--- config.mk ---
export PLATFORM = sky130hd
export DESIGN_NAME = lsu_mem_sequencer
export DESIGN_NICKNAME = d
export VERILOG_FILES = /design/src/rtl/lsu_mem_sequencer.sv
export SDC_FILE = /design/constraint.sdc
export NUM_CORES = 1
export LEC_CHECK = 0
export ABC_AREA = 1
export BUFFER_PORTS_ARGS = -buffer_cell sky130_fd_sc_hd__buf_2
export CELL_PAD_IN_SITES_DETAIL_PLACEMENT = 1
export CELL_PAD_IN_SITES_GLOBAL_PLACEMENT = 1
export CORE_ASPECT_RATIO = 0.6
export CORE_UTILIZATION = 38
export CTS_BUF_LIST = sky130_fd_sc_hd__clkbuf_16
export DETAILED_ROUTE_END_ITERATION = 8
export GPL_ROUTABILITY_DRIVEN = 1
export GPL_TIMING_DRIVEN = 0
export PLACE_DENSITY = 0.83
export SYNTH_ARGS = -nofsm -noshare
export SYNTH_HDL_FRONTEND = slang
export SYNTH_SLANG_ARGS = --single-unit
--- constraint.sdc ---
create_clock -name clk -period 2 [get_ports clk]
set_input_delay 0 -clock clk [delete_from_list [all_inputs] [get_ports clk]]
set_output_delay 0 -clock clk [all_outputs]
set_load 0.005 [all_outputs]
--- src/rtl/lsu_mem_sequencer.sv ---
// lsu_mem_sequencer: multi-cycle load/store sequencer between the LSU stage
// and the data memory port. It splits word-crossing accesses into two beats.
// Ports:
//   clk, rst                    clock, sync active-high reset
//   req_valid/req_ready         access handshake (opcode, fun3, addr, wdata)
//   resp_valid/rdata/err        one-cycle completion pulse with load result
//   mem_req/we/addr/mask/wdata  memory beat request, held until mem_gnt
//   mem_gnt/rvalid/rdata        memory grant and read return
module lsu_mem_sequencer #(
    parameter int ADDR_W = 32
) (
    input  logic              clk,
    input  logic              rst,
    input  logic              req_valid,
    output logic              req_ready,
    input  logic [6:0]        opcode,
    input  logic [2:0]        fun3,
    input  logic [ADDR_W-1:0] addr,
    input  logic [31:0]       wdata,
    output logic              resp_valid,
    output logic [31:0]       resp_rdata,
    output logic              resp_err,
    output logic              mem_req,
    output logic              mem_we,
    output logic [ADDR_W-1:0] mem_addr,
    output logic [3:0]        mem_mask,
    output logic [31:0]       mem_wdata,
    input  logic              mem_gnt,
    input  logic              mem_rvalid,
    input  logic [31:0]       mem_rdata
);

    localparam logic [6:0] OP_LOAD  = 7'b0000011;
    localparam logic [6:0] OP_STORE = 7'b0100011;

    typedef enum logic [2:0] {
        IDLE, REQ1, WAIT1, REQ2, WAIT2, RESP
    } state_t;

    state_t state, state_nxt;

    logic        is_load, is_store, legal, accept;
    logic [3:0]  sm;
    logic [7:0]  lanes;
    logic [63:0] wshift;

    logic        ld_q, split_q;
    logic [2:0]  f3_q;
    logic [1:0]  off_q;
    logic [3:0]  mask_hi_q;
    logic [31:0] wdata_hi_q, lo_q;

    function automatic logic [31:0] load_ext(
        input logic [63:0] d,
        input logic [1:0]  off,
        input logic [2:0]  f3
    );
        logic [63:0] x;
        x = d >> {off, 3'b000};
        case (f3)
            3'b000:  load_ext = {{24{x[7]}}, x[7:0]};
            3'b100:  load_ext = {24'b0, x[7:0]};
            3'b001:  load_ext = {{16{x[15]}}, x[15:0]};
            3'b101:  load_ext = {16'b0, x[15:0]};
            default: load_ext = x[31:0];
        endcase
    endfunction

    // Request decode: legality, lane mask and lane-positioned store data.
    always_comb begin
        is_load  = (opcode == OP_LOAD);
        is_store = (opcode == OP_STORE);
        legal    = 1'b0;
        if (is_load)
            legal = fun3 inside {3'b000, 3'b001, 3'b010, 3'b100, 3'b101};
        else if (is_store)
            legal = fun3 inside {3'b000, 3'b001, 3'b010};
        case (fun3[1:0])
            2'b00:   sm = 4'b0001;
            2'b01:   sm = 4'b0011;
            default: sm = 4'b1111;
        endcase
        lanes  = {4'b0, sm} << addr[1:0];
        wshift = {32'b0, wdata} << {addr[1:0], 3'b000};
    end

    assign req_ready  = (state == IDLE) && !rst;
    assign accept     = req_valid && req_ready;
    assign mem_req    = (state == REQ1) || (state == REQ2);
    assign resp_valid = (state == RESP);

    always_ff @(posedge clk) begin
        if (rst) state <= IDLE;
        else     state <= state_nxt;
    end

    always_comb begin
        state_nxt = state;
        case (state)
            IDLE:    if (accept) state_nxt = legal ? REQ1 : RESP;
            REQ1:    if (mem_gnt)
                         state_nxt = ld_q    ? WAIT1 :
                                     split_q ? REQ2  : RESP;
            WAIT1:   if (mem_rvalid) state_nxt = split_q ? REQ2 : RESP;
            REQ2:    if (mem_gnt) state_nxt = ld_q ? WAIT2 : RESP;
            WAIT2:   if (mem_rvalid) state_nxt = RESP;
            RESP:    state_nxt = IDLE;
            default: state_nxt = IDLE;
        endcase
    end

    always_ff @(posedge clk) begin
        if (rst) begin
            ld_q       <= 1'b0;
            split_q    <= 1'b0;
            f3_q       <= '0;
            off_q      <= '0;
            mask_hi_q  <= '0;
            wdata_hi_q <= '0;
            lo_q       <= '0;
            mem_we     <= 1'b0;
            mem_addr   <= '0;
            mem_mask   <= '0;
            mem_wdata  <= '0;
            resp_rdata <= '0;
            resp_err   <= 1'b0;
        end else begin
            if (accept) begin
                ld_q       <= is_load;
                f3_q       <= fun3;
                off_q      <= addr[1:0];
                split_q    <= |lanes[7:4];
                mask_hi_q  <= lanes[7:4];
                wdata_hi_q <= wshift[63:32];
                resp_err   <= !legal;
                resp_rdata <= '0;
                // Illegal accesses leave the beat registers untouched.
                if (legal) begin
                    mem_we    <= is_store;
                    mem_addr  <= {addr[ADDR_W-1:2], 2'b00};
                    mem_mask  <= lanes[3:0];
                    mem_wdata <= wshift[31:0];
                end
            end
            // Entering the second beat: advance to the next word.
            if (state_nxt == REQ2 && state != REQ2) begin
                mem_addr  <= mem_addr + ADDR_W'(4);
                mem_mask  <= mask_hi_q;
                mem_wdata <= wdata_hi_q;
            end
            if (state == WAIT1 && mem_rvalid) begin
                lo_q <= mem_rdata;
                if (!split_q)
                    resp_rdata <= load_ext({32'b0, mem_rdata}, off_q, f3_q);
            end
            if (state == WAIT2 && mem_rvalid)
                resp_rdata <= load_ext({mem_rdata, lo_q}, off_q, f3_q);
        end
    end

endmodule
==> metrics.md <==
| Metric | Value |
|---|---|
| Initial antenna violation count | 2 |
| DP HPWL | 40.9 mm |
| Asr flop ratio synth | 0% |
| Inst Count DP | 2,177 |
| DRC errors left | 0 |
| Die span in x | 211 µm |
| H-tree Lvls | 4 |
| Crit Path Max Fanout | 10 |
| Gr usage total | 41.3% |
| Mux contribution to synthesized area | 1.11% |
| Worst-Margin Slew | 855 ps |
| CTS Sinks | 169 |
| Warnings, synthesis | 0 |
| Critical path data required time | 2390 ps |
| Final Hold Fails | 0 |
| Max Clk Rate | 509 MHz |
| Xor and xnor area share after synthesis | 1.14% |
| Full die area | 26,800 µm² |
| Clk root buf | clkbuf_16 |
| CTS tree | yes |
| Number of synthesized flops with an enable pin | 0 |
| Final Routed Wirelength | 57.0 mm |
| Post-synthesis sequential area ratio | 34.0% |
| LEAKAGE | 0.00601 µW |
| Die Y | 127 µm |
| Clock latency on the worst-skew pair | 460 ps |
| Vias per inst | 5.82 |
| Status | completed |
| Synth Area in Adders | 0.126% |
| Violation count after the first detailed-route iteration | 1,415 |
| Post-route ant nets | 0 |
| Compound-cell area share of the yosys netlist | 21.5% |
| P per Cell Area | 667 nW/µm² |
| Worst hold margin | 53.5 ps |
| Inserted Clock Buffers | 17 |
| Final std cells w/o fill | 2,327 |
| Cell with the most instances after synthesis | nand2_1 |
| Worst Path Arrival | 2350 ps |
| FP Rows | 45 |
| Final nets | 2,073 |
| Synth top area cells | dfxtp_1 (34%), nand2_1 (18%), o21ai_0 (9.9%), a21oi_1 (7.9%), nand3_1 (5.7%) |
| Mapped Cells | 1,614 |
| #FFs+latches synth | 169 |
| Multi-input logic area | 5840 µm² |
| Yosys top cell by area | dfxtp_1 |
| Simple-gate portion of the synthesized area | 31.9% |
| Clock Skews | 11.8 ps |
| Wire per inst | 24.5 µm |
| Max IR drop VDD | 0.547 mV |
| Global-route wire length before repair | 81.3 mm |
| Final Cycle Share | 98.3% |
| Largest family of logic cells by synthesized area | simple AND/OR/NAND/NOR gates |
| Max Cap Viol | 0 |
| Proportion of layout cells with a drive suffix above 1 | 20.5% |
| FF/Latch Area | 3390 µm² |
| Vias in the first global route | 13,173 |
| GRT overflow | 0 |
| Post-Syn Area | 9940 µm² |
| Clock transition at the register clock pins on the worst setup and hold paths after CTS | 80 ps |
| Top cells by instance count after synthesis | nand2_1 (479), o21ai_0 (197), dfxtp_1 (169) |
| Port Buffer Count | 210 |
| P&R area growth vs syn | 36.0% |
| Reg-to-reg slack, setup | 30 ps |
| Num ports | 216 |
| Initial cell density of the core | 39.0% |
| Largest net degree at the start of global routing | 17 |
| Fillers | 3,468 |
| Drt first pass iters | 5 |
| Maximum clock insertion buffer count | 2 |
| RSZ-0062 raised after global routing | yes |
| Vias | 13,544 |
| Worst Hold Class | input pin to flop |
| Min Tclk post-route | 1970 ps |
| Library cells used by synthesis | 41 |
| Crit Path Class | flop to flop |
| Mean Syn Cell Area | 6.16 µm² |
| Startpoint types | flop |
| Max-slew violation count | 0 |
| Slew HR | 43.0% |
| Crit end category | flop |
| Gp weighted congestion | 1.04 |
| Core Region | 25,500 µm² |
| Most common flop cell mapped by yosys | dfxtp_1 |
| Share of the synthesized area in the top cell type | 34.0% |
| Setup violators final | 0 |
==> power breakdown <==
group / internal [µW] / leakage (µW) / switching (µW)
clock: 1720 / 0.000270 / 1650
combinational: 703 / 0.00437 / 1360
sequential: 3480 / 0.00137 / 103
total: 5900 / 0.00601 / 3110
==> cell families (layout without fill, tap and decap cells) <==
group | after synthesis | after routing
AND/OR/NAND/NOR | 763 | 764
buffers and inverters | 249 | 606
multiplexers | 11 | 11
other | 1 | 4
AO/OA/AOI/OAI | 407 | 407
adder cells (fa/ha/maj) | 1 | 1
flip-flops | 169 | 169
XOR/XNOR | 13 | 13
==> what timing repair did <==
item / in CTS / in global routing
pin swaps: 1 / 10
setup buffers: 5 / 21
endpoints found under the hold margin: 100 / 0
hold buffers: 92 / 0
gates cloned: 0 / 1
gates resized for setup: 65 / 102
endpoints found under the setup margin: 100 / 133
==> cell type report <==
class / instances / share of cell area, %
Sequential cell: 169 / 25.1
Clock inverter: 14 / 0.925
Timing Repair Buffer: 328 / 16.1
Multi-Input combinational cell: 1198 / 43.2
Buffer: 108 / 4.40
Antenna cell: 2 / 0.0370
Inverter: 139 / 3.96
Tap cell: 352 / 3.26
Clock buffer: 17 / 3.15
==> layout by cell type, fill, tap and decap left out, drive strengths merged, types with 6 or more instances in the layout <==
cell type / n
a211oi: 8
nand3: 117
nand4: 16
clkinv: 7
o211ai: 15
a31oi: 11
xor2: 7
xnor2: 6
buf: 281
mux2i: 11
nand2: 484
nor2: 127
a21oi: 157
dlygate4sd3: 92
dfxtp: 169
o22ai: 13
or2: 9
inv: 140
clkbuf: 80
o21ai: 201
==> registers in the layout, indices dropped and copies added (netlist names) <==
| register | cells |
|---|---|
| lo_q | 32 |
| mem_wdata | 32 |
| resp_rdata | 32 |
| mem_addr | 30 |
| wdata_hi_q | 24 |
| mem_mask | 4 |
| f3_q | 3 |
| mask_hi_q | 3 |
| state | 3 |
| off_q | 2 |
| ld_q | 1 |
| mem_we | 1 |
| resp_err | 1 |
| split_q | 1 |
==> metrics by stage <==
stage	total power (µW)	util (%)	area, µm²	setup TNS, ps	worst slack, ps
2_1_floorplan	4490	-	9950	0	394
3_3_place_gp	5220	44.9	11400	-9780	-513
3_5_place_dp	5250	44.9	11400	-12290	-486
4_1_cts	8710	51.3	13100	0	2.78
5_1_grt	9230	53.0	13500	-87.7	-36.1
6_report	9010	53.0	13500	0	34.7
==> worst max-delay path, cell delays in order (launching register included) <==
cell and delay [ps]:
dfxtp_1 300, buf_4 150, nor2_4 190, nand3_4 170, buf_4 210, nor2_4 280, clkbuf_4 320, nand2_1 130
a21oi_1 130
==> path summary, 6_finish.rpt <==
path | startpoint | end | depth (start not counted)
worst max-delay path | state[1] | wdata_hi_q[15] | 8
worst min register to register | lo_q[3] | lo_q[3] | 2
worst max register to register | state[1] | wdata_hi_q[15] | 8
worst min-delay path | wdata[11] | wdata_hi_q[3] | 5
==> per-layer routing <==
metal,part of all wire [%],GRT usage (%)
met3,14,16.8
met4,2.7,13.2
met1,45,58.8
met2,39,55.2
met5,0.13,4.17
Note: power is estimated with default switching activity, not from simulation.
